`src/rtl/adder_seq_ctrl.sv`:
```
`default_nettype none
// ============================================================================
// Module      : adder_seq_ctrl
// Description : Sequential WIDTH-bit adder built from one reused 4-bit ripple
//               slice. An accepted request is processed one nibble per cycle,
//               LSB nibble first, and the result is held until the consumer
//               takes it with a valid/ready handshake.
//               Optional feature macro: ADDER_SEQ_CTRL_SUB_EN
//               (defined: op_sub=1 selects op_a - op_b; undefined: op_sub is
//               ignored and the block always adds).
// Revision    : 1.0 - initial release
// ============================================================================

// ----------------------------------------------------------------------------
// adder_nibble: 4-bit ripple-carry slice, the only adder in this design.
// ----------------------------------------------------------------------------
module adder_nibble (
    input  logic [3:0] a,
    input  logic [3:0] b,
    input  logic       cin,
    output logic [3:0] s,
    output logic       co
);

    logic [4:0] w_c;

    assign w_c[0] = cin;

    // One full adder per bit; carry ripples upward through w_c.
    generate
        for (genvar i = 0; i < 4; i++) begin : g_fa
            assign s[i]     = a[i] ^ b[i] ^ w_c[i];
            assign w_c[i+1] = (a[i] & b[i]) | (w_c[i] & (a[i] ^ b[i]));
        end
    endgenerate

    assign co = w_c[4];

endmodule

// ----------------------------------------------------------------------------
// adder_seq_ctrl: IDLE / RUN / DONE controller around the nibble slice.
// ----------------------------------------------------------------------------
module adder_seq_ctrl #(
    parameter int WIDTH = 16        // operand width, multiple of 4, >= 4
) (
    input  logic             clk,
    input  logic             rst_n,
    input  logic             in_valid,
    output logic             in_ready,
    input  logic [WIDTH-1:0] op_a,
    input  logic [WIDTH-1:0] op_b,
    input  logic             op_cin,
    input  logic             op_sub,
    output logic             out_valid,
    input  logic             out_ready,
    output logic [WIDTH-1:0] sum,
    output logic             cout
);

    // Number of nibble passes and the width of the pass index.
    localparam int NIB  = WIDTH / 4;
    localparam int IDXW = (NIB > 1) ? $clog2(NIB) : 1;

    localparam logic [IDXW-1:0] C_LAST_IDX = IDXW'(NIB - 1);

    typedef enum logic [1:0] {
        IDLE = 2'd0,
        RUN  = 2'd1,
        DONE = 2'd2
    } state_t;

    state_t           r_state;
    logic [IDXW-1:0]  r_idx;
    logic             r_carry;
    logic [WIDTH-1:0] r_a;
    logic [WIDTH-1:0] r_b;          // already inverted for subtraction
    logic [WIDTH-1:0] r_sum;
    logic             r_cout;
    logic             r_in_ready;
    logic             r_out_valid;

    logic [WIDTH-1:0] w_b_eff;
    logic             w_cin_eff;
    logic [IDXW+1:0]  w_base;       // bit offset of the current nibble
    logic [3:0]       w_a_nib;
    logic [3:0]       w_b_nib;
    logic [3:0]       w_s;
    logic             w_co;

`ifdef ADDER_SEQ_CTRL_SUB_EN
    // Subtraction is A + ~B + 1; the forced carry-in replaces op_cin.
    assign w_b_eff   = op_sub ? ~op_b : op_b;
    assign w_cin_eff = op_sub ? 1'b1  : op_cin;
`else
    // Add-only build: op_sub is kept on the port but has no effect.
    logic w_unused_op_sub;
    assign w_unused_op_sub = op_sub;
    assign w_b_eff         = op_b;
    assign w_cin_eff       = op_cin;
`endif

    assign w_base  = {r_idx, 2'b00};
    assign w_a_nib = r_a[w_base +: 4];
    assign w_b_nib = r_b[w_base +: 4];

    adder_nibble u_slice (
        .a   (w_a_nib),
        .b   (w_b_nib),
        .cin (r_carry),
        .s   (w_s),
        .co  (w_co)
    );

    // Controller FSM: capture in IDLE, one nibble per cycle in RUN, hold in DONE.
    always_ff @(posedge clk) begin
        if (!rst_n) begin
            r_state     <= IDLE;
            r_idx       <= '0;
            r_carry     <= 1'b0;
            r_a         <= '0;
            r_b         <= '0;
            r_sum       <= '0;
            r_cout      <= 1'b0;
            r_in_ready  <= 1'b1;
            r_out_valid <= 1'b0;
        end else begin
            case (r_state)
                IDLE: begin
                    if (in_valid) begin
                        r_a        <= op_a;
                        r_b        <= w_b_eff;
                        r_carry    <= w_cin_eff;
                        r_idx      <= '0;
                        r_in_ready <= 1'b0;
                        r_state    <= RUN;
                    end
                end
                RUN: begin
                    // Earlier result stays visible in the nibbles not yet rewritten.
                    r_sum[w_base +: 4] <= w_s;
                    r_carry            <= w_co;
                    if (r_idx == C_LAST_IDX) begin
                        r_cout      <= w_co;
                        r_out_valid <= 1'b1;
                        r_state     <= DONE;
                    end else begin
                        r_idx <= r_idx + 1'b1;
                    end
                end
                DONE: begin
                    // in_ready stays low here, so the handshake cycle never accepts.
                    if (out_ready) begin
                        r_out_valid <= 1'b0;
                        r_in_ready  <= 1'b1;
                        r_state     <= IDLE;
                    end
                end
                default: begin
                    r_out_valid <= 1'b0;
                    r_in_ready  <= 1'b1;
                    r_state     <= IDLE;
                end
            endcase
        end
    end

    assign in_ready  = r_in_ready;
    assign out_valid = r_out_valid;
    assign sum       = r_sum;
    assign cout      = r_cout;

endmodule
`default_nettype wire

```
`config.mk`:
```
export PLATFORM = sky130hd
export DESIGN_NAME = adder_seq_ctrl
export DESIGN_NICKNAME = d
export VERILOG_FILES = /design/src/rtl/adder_seq_ctrl.sv
export SDC_FILE = /design/constraint.sdc
export NUM_CORES = 1
export LEC_CHECK = 0
export CAP_MARGIN = 20
export CORE_MARGIN = 5
export CORE_UTILIZATION = 45
export DETAILED_ROUTE_END_ITERATION = 10
export PLACE_DENSITY_LB_ADDON = 0.12
export SLEW_MARGIN = 25
export SYNTH_ARGS = -nofsm -noshare
export SYNTH_HDL_FRONTEND = slang
export SYNTH_SLANG_ARGS = --single-unit
```
`constraint.sdc`:
```
create_clock -name clk -period 2.6 [get_ports clk]
set_input_delay 0.52 -clock clk [delete_from_list [all_inputs] [get_ports clk]]
set_output_delay 0.52 -clock clk [all_outputs]
set_load 0.01 [all_outputs]
```
* Word-level counts from Yosys, hierarchy flattened
Index checks and enable logic that the tools add are counted.
Word-level totals: flip-flop bits (word level) 56, input bits 38, output and inout port bits 19, logic and storage cells 69
Cells by class: reduce and logical (&&, ||, !) cells 9, shift operators 4, add/subtract/negate cells 2, eq/ne operators 7, muxes and demuxes 16, bitwise operators 22
Operator list (count):
- indexed part select 16 x 5 -> 4 bit | 2
- bitwise mux 16 bit | 1
- variable shift 4 x 6 -> 16 bit, first input constant | 1
- indexed part select 4 x 6 -> 16 bit | 1
- AND reduction 3 bit | 4
- two-way mux 2 bit | 5
- AND 1 bit | 8
- inequality test 2 bit, second input constant | 4
- XOR 1 bit | 8
- negator 4 -> 6 bit | 1
- case mux 1 bit (3 select lines) | 2
- case mux 2 bit (3 select lines) | 1
- AND reduction 2 bit | 3
- two-way mux 1 bit | 5
- equality test 2 bit, second input constant | 2
- bitwise OR 1 bit | 4
- case mux 2 bit (2 select lines) | 1
- adder 2 x 1 -> 2 bit, second input constant | 1
- equality test 2 x 1 -> 1 bit, second input constant | 1
- zero test 2 bit | 1
- NOT 1 bit | 2
- case mux 1 bit (2 select lines) | 1
- nonzero test 2 bit | 1

* Longest topological paths before layout
depth after elaboration 11, mapped depth 11, mapped depth without buffers 9

* Modules after synthesis
A second synthesis with hierarchy kept.
Second synthesis, totals: cell total of the unflattened synthesis 275, area, all modules 2610.0 um^2
By module, submodules not included:
- adder_seq_ctrl | area an instance 2492.4 um^2, times used 1, cells each 261, sequential area each 1121.1 um^2
- adder_nibble | area an instance 117.6 um^2, times used 1, cells each 14, sequential area each 0.0 um^2

* Worst setup path after synthesis
Ideal clock, no wire load.
path type flip-flop to flip-flop, start register r_idx[1], end register r_sum[7], in the netlist sum[7], data required time 2.530 ns, slack -0.115 ns, library setup time 0.070 ns, buffers on the path 1, data arrival time 2.644 ns, clock period less this slack 2.715 ns, stages on the path, launching flop included 11, cell sequence dfxtp_1 -> buf_2 -> mux4_2 -> inv_1 -> fa_1 -> fa_1 -> inv_1 -> fa_1 -> fa_1 -> nand4_1 -> a21oi_1
Between the ends: word-level cells in the longest chain between the ends 11, elaborated cells between the ends (all ways) 23, classes of those cells 1 x add/sub; 4 x shift; 1 x mux; 17 x bitwise
RTL lines:
- start: declaration | RTL line 74 | logic [IDXW-1:0] r_idx;
- start signal: assignment | RTL line 148 | r_idx <= r_idx + 1'b1;
- indexed part select 16 x 5 -> 4 bit, on equally long branches | RTL line 104, 105
- XOR 1 bit | RTL line 32, 33
- AND 1 bit | RTL line 33 | assign w_c[i+1] = (a[i] & b[i]) | (w_c[i] & (a[i] ^ b[i]));
- bitwise OR 1 bit | RTL line 33
- AND 1 bit | RTL line 33
- bitwise OR 1 bit | RTL line 33
- AND 1 bit | RTL line 33
- bitwise OR 1 bit | RTL line 33
- XOR 1 bit | RTL line 32 | assign s[i] = a[i] ^ b[i] ^ w_c[i];
- indexed part select 4 x 6 -> 16 bit | RTL line 141 | r_sum[w_base +: 4] <= w_s;
- bitwise mux 16 bit (*) | RTL line 141
- end signal: indexed assignment | RTL line 141
- end: declaration | RTL line 78 | logic [WIDTH-1:0] r_sum;
Mark *: on every way between the ends. The rest lies on a longest branch, timed or not. A chain may end at the register's enable or synchronous reset.

* Worst setup path in the final report
start register r_idx[1], end register r_sum[11], in the netlist sum[11]
Same word-level chain as after synthesis.

==> summary.md <==
| Metric | Value |
|---|---|
| Syn_nets | between 300 and 400 |
| Crit start category | flop |
| TritonCTS clock tree | done |
| Initial Utilization | 0.461 |
| Critical path's top delay family | adder cells |
| Hold buffer count at CTS | 0 |
| Die X | roughly 85 um |
| Mapped Cells | 286 |
| Tmin final | ~2.6 ns |
| Global-route wire length before repair | 9.14 mm |
| Gp weighted congestion | approximately 0.8 |
| Routed WL | 5.43 mm |
| Worst VDD drop | between 0.0002 and 0.0003 V |
| Die area | 7240 um^2 |
| Via Count | 2,113 |
| Final core utilization | 0.597 |
| Die Y | 85.1 um |
| Max incr delay on CP | 0.60 ns |
| Filler cells | 521 |
| # diodes | 0 |
| Seq/Total Area, Yosys | 0.442 |
| RSZ-0062 raised after global routing | true |
| Status | completed |
| Pwr Density | ~540 nW/um^2 |
| Drt wl/cell | 13.1 um |
| Top_reg_cell synth | dfxtp_1 |
| # DRC | 0 |
| Placed cells | 406 |
| Rows | 27 |
| Vias in the first global route | 1,968 |
| Reg clk slew, reported paths | 0.10 ns |
| Layout Skew | between 0.007 and 0.008 ns |
| DP HPWL | 3.95 mm |
| CP max-delay cell | fa_2 |
| Setup CP Type | reg -> reg |
| # setup viols final | 0 |
| Final hold viol count | 0 |
| CP Max Fanout | 4 |
| Post-route ant nets | 0 |
| Root Buffer | clkbuf_8 |
| Clk buf depth | 2 |
| Slew @ Worst Pin | 0.611 ns |
| Grt total ovfl | 0 |
| Synth-to-Final Area Change | 29.6% |
| Synth Area per Inst | between 8 and 9 um^2 |
| I/O Buffers | 55 |
| Num CTS Buffers | 5 |
| Cell area after layout | about 3300 um^2 |
| Critical path arrival | 2.82 ns |
| Distinct cells, synth | 34 |
| Crit path cell chain | mux4_2, inv_2, fa_2, fa_1, inv_1, fa_2, fa_2, nand4_1, a21oi_1 |
| Fraction of final layout cells with drive strength greater than 1 | 0.120 |
| P_leak | 1.19 nW |
| Core area | between 5000 and 6000 um^2 |
| NumNets Final | 389 |
| Non-Filler Instances | ~410 |
| YS warnings | 0 |
| # IOs | 57 |
| Largest net degree at the start of global routing | 53 |
| Sink count of the clock tree | 56 |
| Max-cap violations | 0 |
| H-tree lvl count | 2 |
| CP bufs+invs | 2 |
| Worst EP required | 2.85 ns |
| First-pass DRT Iterations | 4 |
| Final TNS setup | 0 ns |
| Fmax | 389 MHz |
| Fin. max-slew vios | 0 |
| Share of flip-flops with an asynchronous set or reset | 0 |
| Cell mode on critical path | fa_2 |
| Gr usage total | 0.157 |
| Number of synthesized flops with an enable pin | 0 |
| Initial drt markers | 118 |
| Initial antenna violation count | 0 |
| Placed instance area | 3170 um^2 |
| CP endpoint kind | flop |
| Tcrit/Tclk final | 0.989 |
| Latest clock arrival within the worst-skew pair | 0.31 ns |
| Mapped Area | 2540 um^2 |
| Pwr Total | between 1.5 and 2 mW |
| Flops & latches, synth | between 50 and 60 |
| Rel. slew slack | 0.592 |
| DR vias/cell | 5.10 |
| Hold crit path type | reg -> reg |
[cells by family after synthesis]
family	Yosys count	synth area share
and+or+nand+nor	124	0.236
buffers and inverters	29	0.0602
AOI/OAI and AO/OA	59	0.130
DFF	56	0.442
muxes	8	0.0710
adders and majority gates	10	0.0612
[stage by stage]
step / hold WS, ns / setup slack, ns
after floorplan: 0.433 / 0.0267
after global placement: 0.440 / 0.0131
after detailed placement: 0.443 / -0.0192
after CTS: 0.457 / 0.0141
after global routing: 0.471 / -0.131
final: 0.454 / 0.0297
[state kept, by name, indices dropped and copies added, names as in the netlist]
register and cells:
sum 16, r_idx 2, r_state 2, in_ready 1
r_carry 1, out_valid 1, cout 1, r_a 16
r_b 16
[timing repair]
action / 4_1_cts / 5_1_grt
buffers inserted: 0 / 0
gates resized for setup: 2 / 4
cloned: 0 / 0
endpoints found under the setup margin: 3 / 4
pin swaps: 1 / 5
[per-layer routing]
| layer | routed length [um] | vias to the layer above | track usage |
|---|---|---|---|
| met5 | 0 | - | 0 |
| met4 | 81 | 0 | 0.0518 |
| met3 | 367 | 8 | 0.0398 |
| met2 | 2550 | 56 | 0.258 |
| met1 | 2430 | 968 | 0.201 |
| li1 | - | 1081 | - |
[path summary, 6_finish.rpt]
kind	from	endpoint	slack [ns]	cells after the start
setup reg to reg	r_idx[1]$_SDFFE_PN0P_	sum[11]$_SDFFE_PN0P_	0.03	9
hold / removal	sum[13]$_SDFFE_PN0P_	sum[13]$_SDFFE_PN0P_	0.45	2
hold reg to reg	sum[13]$_SDFFE_PN0P_	sum[13]$_SDFFE_PN0P_	0.45	2
setup / recovery	r_idx[1]$_SDFFE_PN0P_	sum[11]$_SDFFE_PN0P_	0.03	9
[cells in the mapped netlist (2+ instances only)]
cell      number  area, um^2
nand4_1        6        37.5
o22ai_1        3        18.8
buf_2          8        40.0
nor3_1         2        10.0
ha_1           6        75.1
o32ai_1        3        26.3
o21ai_0        2        10.0
or4_1          6        45.0
nand3_1        2        10.0
nor2_1         5        18.8
fa_1           4        80.1
clkbuf_1       6        22.5
nand3b_2       2        22.5
nand2_1       87         327
nor2b_1        2        12.5
buf_6          4        45.0
nor3b_1        2        15.0
inv_1          9        33.8
a21oi_1       47         235
mux4_2         8         180
nand2b_1       4        25.0
dfxtp_1       56        1120
[cells in the final DEF (no fill, tap or decap), types with 2 or more instances in the layout]
master           Yosys  final
a21oi_1             47     47
buf_4                1     10
clkbuf_8             0      5
clkdlybuf4s50_1      0     55
dfxtp_1             56     54
fa_2                 0      3
ha_1                 6      6
inv_1                9      7
inv_2                0      2
mux4_2               8      8
nand2_1             87     87
nand2b_1             4      4
nand3_1              2      2
nand3b_2             2      2
nand4_1              6      6
nor2_1               5      5
nor2b_1              2      2
nor3_1               2      2
nor3b_1              2      2
o21ai_0              2      2
o22ai_1              3      3
o32ai_1              3      3
or4_1                6      6
[worst register-to-register path, delay by kind of cell (launching register included)]
| kind | cells | cell delay (ns) |
|---|---|---|
| AND/OR/NAND/NOR | 1 | 0.09 |
| flip-flops | 1 | 0.38 |
| multiplexers | 1 | 0.50 |
| adder cells (fa/ha/maj) | 4 | 1.29 |
| buffers and inverters | 2 | 0.12 |
| AO/OA/AOI/OAI | 1 | 0.12 |
[area by class of cell]
class                      instances  area, um^2  share of cell area
timing repair buffer              67         657               0.200
clock inverter                     2        35.0              0.0107
inverter                          10        37.5              0.0114
sequential                        56        1130               0.342
clock buffer                       6        72.6              0.0221
multi-input combinational        201        1270               0.386
tap                               72        90.1              0.0274
[where the power goes]
part | total [mW] | internal (mW) | switching (mW)
clock network | 0.562 | 0.286 | 0.275
registers | 0.923 | 0.897 | 0.0264
logic | 0.303 | 0.155 | 0.148
(Power assumes the default switching activity.)
